## config.mk

```make
export PLATFORM = sky130hd
export DESIGN_NAME = fetch_unit
export DESIGN_NICKNAME = d
export VERILOG_FILES = /design/src/rtl/fetch_unit.sv
export SDC_FILE = /design/constraint.sdc
export NUM_CORES = 1
export LEC_CHECK = 0
export BUFFER_PORTS_ARGS = -buffer_cell sky130_fd_sc_hd__buf_4
export CORE_ASPECT_RATIO = 2
export CORE_MARGIN = 2
export CORE_UTILIZATION = 25
export DETAILED_ROUTE_END_ITERATION = 8
export HOLD_SLACK_MARGIN = 0.06
export PLACE_DENSITY = 0.53
export SLEW_MARGIN = 20
export SYNTH_ARGS = -nofsm -noshare
export SYNTH_HDL_FRONTEND = slang
export SYNTH_SLANG_ARGS = --single-unit
export TNS_END_PERCENT = 10
```

## constraint.sdc

```tcl
create_clock -name clk -period 5.7 [get_ports clk]
set_input_delay 1.14 -clock clk [delete_from_list [all_inputs] [get_ports clk]]
set_output_delay 1.14 -clock clk [all_outputs]
set_load 0.01 [all_outputs]
```

## src/rtl/fetch_unit.sv

```systemverilog
// Instruction fetch unit: PC register, one in-flight memory read and a one-entry
// skid buffer that absorbs the read already issued when downstream stalls.
module fetch_unit #(
    parameter logic [31:0] RESET_PC = 32'h00000000
) (
    input  logic        clk,
    input  logic        rst_n,
    output logic [31:0] mem_addr,
    input  logic [31:0] mem_data,
    input  logic        branch_taken,
    input  logic [31:0] branch_target,
    input  logic        stall,
    output logic [31:0] instr,
    output logic [31:0] instr_pc,
    output logic        instr_valid
);

    logic [31:0] pc;
    logic        f_valid;
    logic [31:0] f_pc;
    logic        skid_valid;
    logic [31:0] skid_data;
    logic [31:0] skid_pc;
    logic        out_ready;
    logic        issue;

    assign mem_addr  = pc;
    assign out_ready = !instr_valid || !stall;
    // Only fetch when the result has somewhere to land next cycle.
    assign issue     = out_ready || (!f_valid && !skid_valid);

    always_ff @(posedge clk or negedge rst_n) begin
        if (!rst_n) begin
            pc          <= RESET_PC;
            f_valid     <= 1'b0;
            f_pc        <= 32'h0;
            skid_valid  <= 1'b0;
            skid_data   <= 32'h0;
            skid_pc     <= 32'h0;
            instr       <= 32'h0;
            instr_pc    <= 32'h0;
            instr_valid <= 1'b0;
        end else if (branch_taken) begin
            pc          <= branch_target & ~32'h3;
            f_valid     <= 1'b0;
            skid_valid  <= 1'b0;
            instr_valid <= 1'b0;
        end else begin
            if (issue) begin
                f_valid <= 1'b1;
                f_pc    <= pc;
                pc      <= pc + 32'd4;
            end else begin
                f_valid <= 1'b0;
            end

            if (out_ready) begin
                if (skid_valid) begin
                    instr       <= skid_data;
                    instr_pc    <= skid_pc;
                    instr_valid <= 1'b1;
                    skid_valid  <= 1'b0;
                end else begin
                    instr       <= mem_data;
                    instr_pc    <= f_pc;
                    instr_valid <= f_valid;
                end
            end else if (f_valid) begin
                skid_data  <= mem_data;
                skid_pc    <= f_pc;
                skid_valid <= 1'b1;
            end
        end
    end

endmodule
```

==> results_dict.tcl, run 1 <==
set metrics [dict create \
    status "finished, final reports clean" \
    critPathCaptureType "flip-flop" \
    cp-start-kind "flip-flop" \
    yosysUniqueCellTypes 38 \
    pwr-share-seq 0.496 \
    vias 5697 \
    clk_pin_slew_ns 0.07 \
    clock_power_share 0.325 \
    dpl.hpwl_mm 14.38 \
    min_from "skid_pc[3]" \
    cts_root_buf "clkbuf_16" \
    grt_util_all_layers 0.1252 \
    fmax_ghz 0.3616 \
    post-cts-setup-buffer-count 0 \
    skew_ns 0.009536 \
    avgSynthCellArea_sq_um 11.76 \
    synthCells 691 \
    die_w_um 131.5 \
    period_minus_slack_ns 2.765 \
    cp.arrival_ns 3.14 \
    relSlewSlack 0.3560 \
    hold_buffers 0 \
    antenna_cells 0 \
    final_common_cell "dfrtp_1" \
    gp_congestion 0.7694 \
    grt_first_pass_wirelength_mm 32.70 \
    setup_viol 0 \
    ant_nets 0 \
    syn_to_final_growth_pct 26.82 \
    power.density_nw_per_um2 345.8 \
    p_sw_frac 0.2803 \
    avgViaCountPerCell 4.482 \
    yosysWarningCount 0 \
    maxCapViolations 0 \
    fin_cells 1271 \
    finalCritPeriodShare 0.4851 \
    cts_max_path_buffers 2 \
    ctsResizeCount 0 \
    start_util 0.2529 \
    io_buffers 158 \
    clock_sinks 187 \
    ys_ff_latch 187 \
    post-route-worst-setup-slack_ns 2.935 \
    drv_slew 0 \
    ios 165 \
    crit_slowest_cell "or4_1" \
    drc_errors 0 \
    cp-startpoint "skid_valid" \
    p_int_w 0.002563 \
    rows 93 \
    combPwrFrac 0.179 \
    hold_violations 0 \
    synth_area_sq_um 8123 \
    synth_seq_area_share 0.5761 \
    place_ws_ns 2.464 \
    grt_start_max_net_pins 98 \
    rsz0062_at_grt "no" \
    postRouteWirelength_mm 20.75 \
    crit_fanout 23 \
    antenna_found_initial 0 \
    vdd_drop_max_v 0.0002146 \
    worstPathCellList "o211a_1 > or4_1 > or4_1 > a31oi_1" \
    cts_max_level 4 \
    drive_gt1_frac 0.3472 \
    cp.buffers_inverters 0 \
    core-area_sq_um 32120 \
    wl_per_cell_um 16.33 \
    fillCellCount 3312 \
    die_area_sq_um 34040 \
    grt_overflow 0 \
    critical_path_class "reg2reg" \
    post-route-util 0.3208 \
    r2r_setup_slack_ns 2.93 \
    drt_iter0_drc 292 \
    clk_latency_ns 0.45 \
    worst-endpoint-required_ns 6.07 \
    critical-path-top-delay-family "simple AND/OR/NAND/NOR gates" \
    dieHeight_um 258.9 \
    leakagePower_nw 4.255 \
    grt_pass1_vias 5648 \
    fin_setup_tns_ns 0 \
    cpPeakStageDelay_ns 0.87 \
    p_switching_w 0.0009984 \
    dp_cells 1240 \
    dr.pass1.iters 4 \
    r2r-start "skid_valid" \
    worst_hold_path_type "reg2reg" \
    cts_tree "yes" \
    tightest_slew_ns 0.9638 \
    cts_buffers 17 \
    cpMostUsedCell "or4_1" \
    final_cell_mix "dfrtp_1 (186), buf_4 (166), mux2_2 (92)" \
    nets 901 \
]
-- layer usage --
| layer | track usage | part of all wire | vias to the layer above |
|---|---|---|---|
| met5 | 0 | 0 | - |
| met4 | 0.06159 | 0.030 | 0 |
| met3 | 0.02539 | 0.030 | 26 |
| met2 | 0.2235 | 0.54 | 118 |
| met1 | 0.1418 | 0.40 | 2788 |
| li1 | - | - | 2765 |
-- Yosys cell counts, drive strengths merged --
library cell	n	area share
nand3	12	0.0074
nor2b	3	0.0023
nor3b	1	0.00092
xor2	3	0.0032
conb	1	0.00046
o21ai	18	0.011
nor2	81	0.037
nor4	8	0.0062
buf	20	0.012
o211ai	4	0.0037
mux2	92	0.13
nand2	23	0.011
inv	5	0.0023
and2	1	0.00077
o211a	1	0.0012
a211oi	1	0.00092
a31oi	14	0.011
o31ai	10	0.0092
o41ai	1	0.0011
or3b	1	0.0011
ha	1	0.0015
nor3	1	0.00062
or4	7	0.0065
clkbuf	28	0.013
nand4	13	0.010
or3	11	0.0085
or2	1	0.00077
and4	2	0.0022
a21oi	64	0.039
a22oi	3	0.0028
and3	1	0.00077
nand4b	1	0.0011
xnor2	8	0.0086
dfrtp	187	0.58
mux2i	63	0.078
-- worst paths after layout --
path | depth (start not counted) | to
setup / recovery | 4 | mem_addr[26]
hold / removal | 1 | skid_pc[3]
setup reg to reg | 4 | mem_addr[26]
hold reg to reg | 1 | skid_pc[3]
max in group asynchronous | 2 | skid_valid
min in group asynchronous | 1 | f_pc[3]
-- power by group through the flow --
stage          registers, W  clock network (W)  logic, W
2_1_floorplan       0.00179                  0  0.000330
3_3_place_gp        0.00178                  0  0.000641
3_5_place_dp        0.00180                  0  0.000654
4_1_cts             0.00177            0.00121  0.000656
5_1_grt             0.00181            0.00126  0.000705
6_report            0.00177            0.00116  0.000639
-- cells by family (layout without fill, tap and decap cells) --
logic type / count (synthesis) / after routing / synth area share
flip-flops: 187 / 187 / 0.5761
AND/OR/NAND/NOR: 167 / 167 / 0.09705
multiplexers: 155 / 155 / 0.2052
AO/OA/AOI/OAI: 116 / 116 / 0.08025
buffers and inverters: 53 / 203 / 0.02757
XOR/XNOR: 11 / 11 / 0.01186
adder cells (fa/ha/maj): 1 / 1 / 0.001540
other: 1 / 4 / 0.0004617
-- state kept, by name (all words and copies together), names as in the netlist --
signal,flops
instr_pc,30
skid_pc,30
skid_valid,1
instr,32
skid_data,32
f_valid,1
instr_valid,1
mem_addr,30
f_pc,30
-- through the flow --
step / area (sq um) / total power [W] / hold WS [ns]
final: 10300 / 0.003562 / 0.5065
after CTS: 10300 / 0.003635 / 0.5086
after floorplan: 8134 / 0.002115 / 0.4792
after detailed placement: 9741 / 0.002450 / 0.4932
after global placement: 9741 / 0.002424 / 0.4858
after global routing: 10300 / 0.003772 / 0.5145
-- layout make-up --
type | instances | area [sq um] | area share
Tap cell | 427 | 534.3 | 0.05186
Clock buffer | 20 | 446.7 | 0.04336
Clock inverter | 11 | 113.9 | 0.01105
Sequential cell | 187 | 4683 | 0.4546
Timing Repair Buffer | 167 | 1260 | 0.1223
Inverter | 5 | 18.77 | 0.001822
Multi-Input combinational cell | 454 | 3244 | 0.3150
Note: power is estimated with default switching activity, not from simulation.
==> run 2, diff against run 1 <==
==> constraint.sdc (replaced) <==
create_clock -name clk -period 2.6 [get_ports clk]
set_input_delay 0.52 -clock clk [delete_from_list [all_inputs] [get_ports clk]]
set_output_delay 0.52 -clock clk [all_outputs]
set_load 0.01 [all_outputs]
==> run 2 against run 1 <==
- die area did not move
- via count rose by 2.1%
- critical endpoint unchanged
- clock skew shrank 0.00092 ns
- highest routed layer unchanged
- largest cell class unchanged
==> results_dict.tcl, run 2 (synthesis gave the netlist of run 1 again) <==
set metrics [dict create \
    final_common_cell "dfrtp_1" \
    maxCapViolations 0 \
    cts_max_level 4 \
    die_w_um 131.5 \
    grt_start_max_net_pins 125 \
    drc_errors 0 \
    cts_max_path_buffers 2 \
    setup_viol 0 \
    min_from "branch_target[13]" \
    critPathCaptureType "flip-flop" \
    drive_gt1_frac 0.3586 \
    fin_setup_tns_ns 0 \
    critical_path_class "reg2reg" \
    gp_congestion 0.8073 \
    relSlewSlack 0.3983 \
    postRouteWirelength_mm 20.80 \
    syn_to_final_growth_pct 30.02 \
    grt_overflow 0 \
    fillCellCount 3358 \
    r2r-start "mem_addr[3]" \
    ant_nets 0 \
    skew_ns 0.008614 \
    hold_buffers 1 \
    cts_root_buf "clkbuf_16" \
    dp_cells 1253 \
    rows 93 \
    io_buffers 158 \
    status "finished, final reports clean" \
    worst_hold_path_type "in2reg" \
    grt_util_all_layers 0.1252 \
    cp-startpoint "mem_addr[3]" \
    dr.pass1.iters 4 \
    hold_violations 0 \
    cp-start-kind "flip-flop" \
    start_util 0.2529 \
    whs_ns 0.2853 \
    dieHeight_um 258.9 \
    ctsResizeCount 0 \
    ios 165 \
    reg_top3 "instr (32), skid_data (32)" \
    drv_slew 0 \
    cp.arrival_ns 2.65 \
    antenna_cells 0 \
    cts_buffers 17 \
    avgViaCountPerCell 4.521 \
    leakagePower_nw 4.395 \
    die_area_sq_um 34040 \
    final_cell_mix "dfrtp_1 (186), buf_4 (176), mux2_2 (92)" \
    stdcell_area_sq_um 10560 \
    grt_first_pass_wirelength_mm 32.98 \
    drt_iter0_drc 232 \
    place_ws_ns 0.3230 \
    fmax_ghz 0.4365 \
    cts_tree "yes" \
    rsz0062_at_grt "no" \
    vias 5814 \
    antenna_found_initial 0 \
    post-cts-setup-buffer-count 0 \
    worst-endpoint-required_ns 2.96 \
    period_minus_slack_ns 2.291 \
    grt_pass1_vias 5858 \
    nets 915 \
    wl_per_cell_um 16.18 \
    crit_fanout 18 \
    core-area_sq_um 32120 \
    tightest_slew_ns 0.9025 \
    clock_sinks 187 \
    clk_pin_slew_ns 0.07 \
    post-route-worst-setup-slack_ns 0.3093 \
    finalCritPeriodShare 0.8810 \
    vdd_drop_max_v 0.0004609 \
    fin_cells 1286 \
    power.density_nw_per_um2 787.1 \
    place_area_sq_um 9876 \
    clk_latency_ns 0.44 \
    dpl.hpwl_mm 14.66 \
]
## run 2: final cells by class
cell class,count,area (sq um),area share
inverter,5,18.77,0.001777
sequential,187,4683,0.4434
clock inverter,13,232.7,0.02204
clock buffer,19,442.9,0.04194
multi-input combinational,454,3244,0.3072
tap,427,534.3,0.05059
timing repair buffer,181,1405,0.1330
## run 2: critical path: stages (launching register included)
cell     delay, ns
dfrtp_1       0.35
ha_1          0.19
nand4_1       0.24
or4_1         0.56
buf_4         0.21
or4_1         0.47
a31oi_1       0.18
## run 2: metal layers
layer  wire [um]  track usage  up-vias
li1            -            -     2792
met1        8369       0.1423     2863
met2       11190       0.2238      130
met3         656      0.02519       29
met4         586      0.05978        0
met5           0            0        -
## run 2: power breakdown
| part | switching, W | internal, W |
|---|---|---|
| Combinational | 0.000649 | 0.000801 |
| Sequential | 0.000370 | 0.00349 |
| Clock | 0.00117 | 0.00184 |
## run 2: per-stage QoR
stage	utilization	power, W
global placement	0.3075	0.005340
floorplan	-	0.004638
CTS	0.3289	0.008470
finish	0.3289	0.008313
global route	0.3289	0.008766
detailed placement	0.3075	0.005400
## run 2: final timing paths
kind	to	slack (ns)	depth (start not counted)
max in group asynchronous	f_pc[8]	1.36	3
worst min-delay path	mem_addr[13]	0.29	3
worst min register to register	skid_data[10]	0.51	1
worst max register to register	mem_addr[26]	0.31	6
min in group asynchronous	mem_addr[2]	0.56	2
worst max-delay path	mem_addr[26]	0.31	6
==> run 3, diff against run 2 <==
--- a/config.mk
+++ b/config.mk
@@ -5,13 +5,13 @@
 export SDC_FILE = /design/constraint.sdc
 export NUM_CORES = 1
 export LEC_CHECK = 0
-export BUFFER_PORTS_ARGS = -buffer_cell sky130_fd_sc_hd__buf_4
 export CORE_ASPECT_RATIO = 2
 export CORE_MARGIN = 2
 export CORE_UTILIZATION = 25
 export DETAILED_ROUTE_END_ITERATION = 8
+export DONT_BUFFER_PORTS = 1
 export HOLD_SLACK_MARGIN = 0.06
-export PLACE_DENSITY = 0.53
+export PLACE_DENSITY = 0.48
 export SLEW_MARGIN = 20
 export SYNTH_ARGS = -nofsm -noshare
 export SYNTH_HDL_FRONTEND = slang
==> run 3 against run 2 <==
- the flow now finishes with violations (hold timing)
- first-iteration DRC count rose by 2.6%
- sequential share of layout area rose by 5.9 points
- setup slack got worse by 0.042 ns
- critical path depth stayed put
- design area fell by 12%
- die area unchanged
- clock power fell by 7.6%
- largest cell class unchanged
- largest power group unchanged
==> results_dict.tcl, run 3 (synthesis gave the netlist of run 1 again) <==
set metrics [dict create \
    grt_util_all_layers 0.1207 \
    ff2ff_path_depth 6 \
    tightest_slew_ns 0.7807 \
    syn_to_final_growth_pct 14.73 \
    status "complete, but fails checks" \
    vdd_drop_max_v 0.0004514 \
    grt_overflow 0 \
    cp-start-kind "flip-flop" \
    dpl.hpwl_mm 13.62 \
    drive_gt1_frac 0.2154 \
    crit_fanout 18 \
    worst_hold_path_type "in2async" \
    fin_setup_tns_ns 0 \
    final_common_cell "dfrtp_1" \
    die_area_sq_um 34040 \
    core-area_sq_um 32120 \
    ios 165 \
    avgViaCountPerCell 4.649 \
    worst-endpoint-required_ns 2.96 \
    cts_max_level 4 \
    setup_viol 0 \
    whs_ns -0.2356 \
    grt_pass1_vias 5131 \
    fmax_ghz 0.4287 \
    grt_first_pass_wirelength_mm 31.13 \
    antenna_cells 0 \
    vias 5244 \
    rsz0062_at_grt "no" \
    period_minus_slack_ns 2.333 \
    relSlewSlack 0.4795 \
    ant_nets 0 \
    reg_top3 "instr (32), skid_data (32)" \
    dr.pass1.iters 4 \
    drt_iter0_drc 238 \
    io_buffers 0 \
    clk_latency_ns 0.45 \
    drv_slew 0 \
    fillCellCount 3369 \
    grt_start_max_net_pins 188 \
    ctsResizeCount 0 \
    postRouteWirelength_mm 20.13 \
    nets 757 \
    power_w 0.007653 \
    wl_per_cell_um 17.85 \
    post-cts-setup-buffer-count 0 \
    dieHeight_um 258.9 \
    dp_cells 1096 \
    drc_errors 0 \
    critical_path_class "reg2reg" \
    skew_ns 0.01105 \
    cts_buffers 17 \
    leakagePower_nw 3.617 \
    finalCritPeriodShare 0.8971 \
    rows 93 \
    power.density_nw_per_um2 821.2 \
    hold_violations 187 \
    die_w_um 131.5 \
    violations "hold timing" \
    fin_cells 1128 \
    final_cell_mix "dfrtp_1 (186), mux2_2 (92), nor2_1 (80)" \
    cp.arrival_ns 2.69 \
    maxCapViolations 0 \
    clock_sinks 187 \
    start_util 0.2529 \
    antenna_found_initial 0 \
    critPathCaptureType "flip-flop" \
    cts_tree "yes" \
    clk_pin_slew_ns 0.08 \
    cts_root_buf "clkbuf_16" \
    gp_congestion 0.7646 \
    cts_max_path_buffers 2 \
]
run 3: worst paths after layout:
check / startpoint / to / slack (ns)
min in group clk: branch_taken / skid_valid / 0.14
worst min register to register: skid_data[18] / skid_data[18] / 0.51
worst max register to register: mem_addr[2] / mem_addr[30] / 0.27
max in group asynchronous: rst_n / instr[3] / 2.36
worst max-delay path: mem_addr[2] / mem_addr[30] / 0.27
worst min-delay path: rst_n / mem_addr[3] / -0.24
run 3: layer usage:
layer  share of wire  vias up  GRT usage
met4           0.021        0    0.05344
li1                -     2473          -
met5               0        -          0
met3           0.055       23    0.03905
met1            0.39     2628     0.1316
met2            0.54      120     0.2135
run 3: area by class of cell:
| cell class | count | area, sq um | area share |
|---|---|---|---|
| clock buffers | 19 | 442.9 | 0.04753 |
| inverters | 5 | 18.77 | 0.002014 |
| well taps | 427 | 534.3 | 0.05733 |
| repair buffers | 23 | 210.2 | 0.02256 |
| multi-input cells | 454 | 3249 | 0.3487 |
| flip-flops and latches | 187 | 4683 | 0.5026 |
| clock inverters | 13 | 180.2 | 0.01933 |
run 3: metrics by stage:
stage	instance area, sq um	utilization	worst slack, ns
floorplan	8134	-	0.4477
global placement	8696	0.2708	0.3029
global route	9319	0.2902	0.1980
detailed placement	8696	0.2708	0.2953
finish	9319	0.2902	0.2675
CTS	9319	0.2902	0.2741
run 3: power breakdown:
part	total (W)	internal [W]	switching (W)	leakage (nW)
clock	0.00278	0.00157	0.00121	0.299
sequential	0.00398	0.00349	0.000494	2.17
combinational	0.000892	0.000511	0.000381	1.15
run 3: critical path, cell delays in order, from the launching register on:
cell	delay, ns
dfrtp_1	0.35
ha_1	0.19
nand4_1	0.25
or4_1	0.56
buf_4	0.21
or4_1	0.47
a31oi_1	0.19
